--- src/rtl/icache_responder_pkg.sv ---
// Shared word-width defines, FSM encodings and small types for the icache responder.
// Defines sit outside the package so every file of the slice sees the same word width.
`ifndef ICACHE_RESPONDER_DEFINES
`define ICACHE_RESPONDER_DEFINES
`define WORD_WIDTH   32
`define ZERO_WORD    '0
`define ICR_ST_IDLE  1'b0
`define ICR_ST_WAIT  1'b1
`endif

package icache_responder_pkg;

  typedef enum logic {
    ST_IDLE = `ICR_ST_IDLE,
    ST_WAIT = `ICR_ST_WAIT
  } icr_state_e;

endpackage

--- src/rtl/icache_line_array.sv ---
// Direct-mapped one-word line storage: valid/tag/data with async read and sync write.
// Only the valid bits are cleared; tag and data are don't-care while invalid.
module icache_line_array #(
  parameter int W     = 32,
  parameter int LINES = 16,
  parameter int IDX_W = 4,
  parameter int TAG_W = 26
) (
  input  logic             clk_i,
  input  logic             clr_i,
  input  logic [IDX_W-1:0] rd_idx_i,
  output logic             rd_valid_o,
  output logic [TAG_W-1:0] rd_tag_o,
  output logic [W-1:0]     rd_data_o,
  input  logic             we_i,
  input  logic [IDX_W-1:0] wr_idx_i,
  input  logic [TAG_W-1:0] wr_tag_i,
  input  logic [W-1:0]     wr_data_i
);

  logic [LINES-1:0] valid_q;
  logic [TAG_W-1:0] tag_q  [LINES];
  logic [W-1:0]     data_q [LINES];

  always_ff @(posedge clk_i) begin
    if (clr_i) begin
      valid_q <= '0;
    end else if (we_i) begin
      valid_q[wr_idx_i] <= 1'b1;
    end
  end

  always_ff @(posedge clk_i) begin
    if (we_i) begin
      tag_q[wr_idx_i]  <= wr_tag_i;
      data_q[wr_idx_i] <= wr_data_i;
    end
  end

  assign rd_valid_o = valid_q[rd_idx_i];
  assign rd_tag_o   = tag_q[rd_idx_i];
  assign rd_data_o  = data_q[rd_idx_i];

endmodule

--- src/rtl/icache_responder.sv ---
// Blocking direct-mapped instruction cache responder: same-cycle hits, one
// outstanding line fill to backing memory, invalidate-all and a miss counter.
module icache_responder
  import icache_responder_pkg::*;
#(
  parameter int W     = `WORD_WIDTH,
  parameter int LINES = 16
) (
  input  logic         clk_i,
  input  logic         rst_i,
  input  logic [W-1:0] pc_i,
  output logic [W-1:0] inst_o,
  output logic         stall_req_o,
  output logic         misalign_o,
  input  logic         inv_i,
  output logic         mem_req_o,
  output logic [W-1:0] mem_addr_o,
  input  logic         mem_ack_i,
  input  logic [W-1:0] mem_data_i,
  output logic [W-1:0] miss_count_o
);

  localparam int IDX_W = $clog2(LINES);
  localparam int TAG_W = W - 2 - IDX_W;
  localparam logic [W-1:0] ONE = {{(W-1){1'b0}}, 1'b1};

  icr_state_e       state_q;
  logic             mem_req_q;
  logic [W-1:0]     mem_addr_q;
  logic [W-1:0]     miss_count_q;
  logic [IDX_W-1:0] fill_idx_q;
  logic [TAG_W-1:0] fill_tag_q;

  logic [IDX_W-1:0] idx;
  logic [TAG_W-1:0] tag;
  logic             aligned;
  logic             line_valid;
  logic [TAG_W-1:0] line_tag;
  logic [W-1:0]     line_data;
  logic             hit;
  logic             fill_we;
  logic             arr_clr;

  assign idx     = pc_i[2+IDX_W-1:2];
  assign tag     = pc_i[W-1:2+IDX_W];
  assign aligned = (pc_i[1:0] == 2'b00);
  assign hit     = (state_q == ST_IDLE) && aligned && line_valid && (line_tag == tag);

  // An invalidate landing with the ack drops the fill; reset abandons it.
  assign fill_we = (state_q == ST_WAIT) && mem_ack_i && !inv_i && !rst_i;
  assign arr_clr = rst_i || inv_i;

  icache_line_array #(
    .W     (W),
    .LINES (LINES),
    .IDX_W (IDX_W),
    .TAG_W (TAG_W)
  ) u_lines (
    .clk_i      (clk_i),
    .clr_i      (arr_clr),
    .rd_idx_i   (idx),
    .rd_valid_o (line_valid),
    .rd_tag_o   (line_tag),
    .rd_data_o  (line_data),
    .we_i       (fill_we),
    .wr_idx_i   (fill_idx_q),
    .wr_tag_i   (fill_tag_q),
    .wr_data_i  (mem_data_i)
  );

  always_ff @(posedge clk_i) begin
    if (rst_i) begin
      state_q      <= ST_IDLE;
      mem_req_q    <= 1'b0;
      mem_addr_q   <= `ZERO_WORD;
      miss_count_q <= `ZERO_WORD;
    end else begin
      case (state_q)
        ST_IDLE: begin
          if (aligned && !hit) begin
            fill_idx_q <= idx;
            fill_tag_q <= tag;
            mem_req_q  <= 1'b1;
            mem_addr_q <= {pc_i[W-1:2], 2'b00};
            state_q    <= ST_WAIT;
          end
        end
        ST_WAIT: begin
          if (mem_ack_i) begin
            mem_req_q    <= 1'b0;
            miss_count_q <= miss_count_q + ONE;
            state_q      <= ST_IDLE;
          end
        end
        default: state_q <= ST_IDLE;
      endcase
    end
  end

  // Misaligned fetches are reported without stalling, even while a fill is in flight.
  always_comb begin
    inst_o      = `ZERO_WORD;
    stall_req_o = 1'b0;
    misalign_o  = 1'b0;
    if (!rst_i) begin
      if (!aligned) begin
        misalign_o = 1'b1;
      end else if (hit) begin
        inst_o = line_data;
      end else begin
        stall_req_o = 1'b1;
      end
    end
  end

  assign mem_req_o    = mem_req_q;
  assign mem_addr_o   = mem_addr_q;
  assign miss_count_o = miss_count_q;

endmodule
--- config.mk ---
export PLATFORM = sky130hd
export DESIGN_NAME = icache_responder
export DESIGN_NICKNAME = d
export VERILOG_FILES = /design/src/rtl/icache_responder_pkg.sv /design/src/rtl/icache_line_array.sv /design/src/rtl/icache_responder.sv
export SDC_FILE = /design/constraint.sdc
export NUM_CORES = 1
export LEC_CHECK = 0
export CORE_UTILIZATION = 40
export CTS_CLUSTER_SIZE = 28
export DETAILED_ROUTE_END_ITERATION = 12
export PLACE_DENSITY = 0.58
export SLEW_MARGIN = 40
export SYNTH_ARGS = -nofsm -noshare
export SYNTH_HDL_FRONTEND = slang
export SYNTH_SLANG_ARGS = --single-unit
export TNS_END_PERCENT = 30
--- constraint.sdc ---
create_clock -name clk_i -period 19.72 [get_ports clk_i]
set_clock_uncertainty 0.15 [all_clocks]
set_input_delay 2.958 -clock clk_i [delete_from_list [all_inputs] [get_ports clk_i]]
set_output_delay 2.958 -clock clk_i [all_outputs]
set_load 0.005 [all_outputs]
==> impl_metrics.csv <==
group,metric,value,unit
sta,max_freq,91.20,MHz
drt,drt_iter0_drc,1520,
clock_network,cts_max_path_buffers,3,
worst_setup_path,path_class,"in2out",
layout,diodes,0,
worst_hold_path,hold_class,"reg2reg",
floorplanning,floorplan.initialDensity,40.47,%
synthesis,synth-seq-area-share,76.02,%
sta,final.setup.tns,0,ns
worst_setup_path,critical_path.most_common_cell,"buf_4",
global_routing,grt_util_all_layers,18.76,%
synthesis,synth-compound-area-share,2.521,%
worst_setup_path,critical_path.max_stage_delay,0.74,ns
clock_network,cts_sinks,1038,
power,p_leak,14.86,nW
sta,max_slew.worst_pin.slew,0.8426,ns
worst_setup_path,critPathRequiredTime,16.61,ns
floorplanning,die_x,318.0,um
drt,vias_per_cell,5.581,
drt,wirelength,94930,um
drt,wire_per_inst,27.04,um
run_status,status,"finished, final reports clean",
worst_hold_path,hold-path-cell-count,1,
floorplanning,rows,115,
synthesis,synth.cell_area,39950,um^2
layout,design_area,46810,um^2
sta,slew_violations,0,
worst_setup_path,r2r_start,"state_q",
placed_design,dpl.hpwl,51820,um
clock_network,post_cts_resized,0,
synthesis,synth_edf_count,958,
worst_setup_path,arrival,7.86,ns
placed_design,pre_cts_slack,8.589,ns
sta,post-route-min-period,10.96,ns
worst_setup_path,startpoint_type,"primary input",
worst_hold_path,min_to,"u_lines.valid_q[12]",
clock_network,root_buffer,"clkbuf_16",
sta,fin_crit_sh,55.60,%
layout,nets,2206,
placed_design,io_buffers,164,
global_routing,grt_max_degree,119,
sta,rsz0062_at_grt,"false",
clock_network,cts_buffers,108,
worst_setup_path,worstPathCellList,"buf_6 > buf_4 > mux2i_1 > a22o_1 > a2111oi_0 > a32oi_1 > a211oi_1 > nand4_1 > nor4_4 > buf_4 > and3_1 > clkdlybuf4s50_1",
clock_network,post_cts_buffers,0,
synthesis,synth-xor-area-share,1.337,%
sta,max-slew-margin-rel,43.71,%
synthesis,synth_mux_area_share,15.62,%
synthesis,synth_top_family_by_area,"multiplexers",
synthesis,synth_cells,1919,
placed_design,place_area,43280,um^2
sta,setup_viol,0,
synthesis,synthSimpleGateAreaFrac,3.101,%
worst_setup_path,cp_slowest_cell,"buf_4",
drt,dr.pass1.iters,5,
floorplanning,die_h,318.0,um
floorplanning,coreArea,98710,um^2
run,cap_violations,0,
power,p_per_area,98.27,nW/um^2
global_routing,grt-ovfl-total,0,
drt,drtAntennaViolNets,0,
worst_setup_path,r2r_cells,11,
synthesis,synth.distinct_cells,50,
floorplanning,dieArea,101100,um^2
worst_setup_path,end_kind,"output port",
synthesis,synth_adder_area_share,0.03132,%
worst_setup_path,cp_top_family,"buffers and inverters",
sta,setup_ws,8.755,ns
layout,drive_gt1_share,21.40,%
worst_setup_path,critPathBufInv,4,
placed_design,gp_congestion,0.7793,
synthesis,ys_ff_latch,1038,
synthesis,yosysWarnings,0,
worst_setup_path,r2r_end,"mem_req_o",
floorplanning,io_pins,167,
power,vdd_ir_drop_max,0.08297,mV
clock_network,htreeDepth,3,
synthesis,ys_async_sr_fraction,0,%
global_routing,grt_pass1_wl,138800,um
clock_network,clk_pin_slew,0.05,ns
worst_setup_path,reg2reg_slack,15.14,ns
worst_hold_path,hp-start,"u_lines.valid_q[12]",
synthesis,syn_area_per_cell,20.82,um^2
drt,route.detailed.drc,0,
sta,hold_violations,0,
clock_network,clk_latency,0.67,ns
drt,num_vias,19596,
worst_setup_path,crit_path_max_fanout,53,
clock_network,cts_tree,"yes",
global_routing,antenna_found_initial,7,
synthesis,synth_flop_cell,"edfxtp_1",
clock_network,cts-hold-fix-buffers,0,
layout,area_growth,17.17,%
global_routing,grt_pass1_vias,20217,
cell type report:
class / count / area [um^2]
fill: 8119 / 51900
sequential: 1038 / 30370
multi-input combinational: 775 / 9201
clock buffer: 128 / 2798
timing repair buffer: 209 / 2117
tap: 1287 / 1610
clock inverter: 69 / 695.7
inverter: 5 / 18.77
placed cells by master, fill, tap and decap left out, types with 10 or more instances in the layout:
cell / synthesis / final
clkdlybuf4s50_1: 0 / 159
nor2_1: 50 / 37
mux2i_1: 80 / 80
clkinv_1: 0 / 22
bufinv_16: 0 / 11
xnor2_1: 28 / 28
clkbuf_1: 41 / 18
a21oi_1: 45 / 45
clkbuf_16: 0 / 108
or3_1: 14 / 14
mux4_2: 239 / 239
o21a_1: 16 / 16
o21ai_0: 23 / 23
and3_1: 42 / 42
dfxtp_1: 80 / 80
buf_4: 14 / 30
xor2_1: 33 / 33
clkinv_2: 0 / 21
nor2b_1: 10 / 10
edfxtp_1: 958 / 958
nand2_1: 41 / 41
a22oi_1: 16 / 16
nor2_4: 0 / 12
nand3b_1: 27 / 27
buf_6: 6 / 12
o21ai_1: 19 / 19
routing by layer:
metal,GRT usage [%],wire [um]
met1,26.13,41680
met2,30.74,46320
met3,3.356,4978
met4,4.412,1868
met5,0,84
cells by family (layout without fill, tap and decap cells):
group	count (synthesis)	in the layout
flops	1038	1038
mux	324	324
simple gates	229	229
compound gates	158	158
buf+inv	107	411
xor+xnor	61	61
fa+ha+maj	1	1
other cells	1	2
Yosys cell counts (16+ instances only):
cell type	number	area share [%]
a21oi_1	45	0.56
edfxtp_1	958	72
xor2_1	33	0.72
a22oi_1	16	0.30
clkbuf_1	41	0.39
o21a_1	16	0.30
dfxtp_1	80	4.0
and3_1	42	0.66
xnor2_1	28	0.61
mux4_2	239	13
nor2_1	50	0.47
nand2_1	41	0.39
mux2i_1	80	2.0
o21ai_1	19	0.24
o21ai_0	23	0.29
nand3b_1	27	0.51
buf_2	35	0.44
power by group:
group	leakage, nW	internal [mW]	switching [mW]	total (mW)
registers	9.26	2.40	0.00811	2.41
clock network	1.70	1.16	0.840	2.00
logic	3.89	0.0876	0.105	0.193
sequential cells by signal, indices dropped and copies added (netlist names):
name / flops
fill_tag_q: 26
miss_count_o: 32
state_q: 1
u_lines.tag_q: 416
fill_idx_q: 4
u_lines.valid_q: 16
u_lines.data_q: 512
mem_req_o: 1
mem_addr_o: 30
worst max-delay path by stage:
stage / cells past startpoint / slack, ns / from / endpoint
final: 12 / 8.76 / pc_i[4] / inst_o[12]
after global routing: 13 / 8.44 / pc_i[2] / inst_o[12]
after CTS: 13 / 8.57 / pc_i[2] / inst_o[12]
after detailed placement: 13 / 8.59 / pc_i[2] / inst_o[12]
after global placement: 13 / 7.75 / pc_i[2] / inst_o[18]
after floorplan: 9 / 10.88 / pc_i[2] / inst_o[22]
stage by stage:
stage / hold WS [ns] / cells / utilization, % / power [mW]
2_1_floorplan: 0.2854 / 1920 / - / 2.569
3_3_place_gp: 0.2910 / 3309 / 43.70 / 2.648
3_5_place_dp: 0.3053 / 3313 / 43.85 / 2.652
4_1_cts: 0.3194 / 3510 / 47.39 / 4.645
5_1_grt: 0.3387 / 3511 / 47.42 / 4.743
6_report: 0.3146 / 3511 / 47.42 / 4.600
Power figures use the tool's default switching activity.
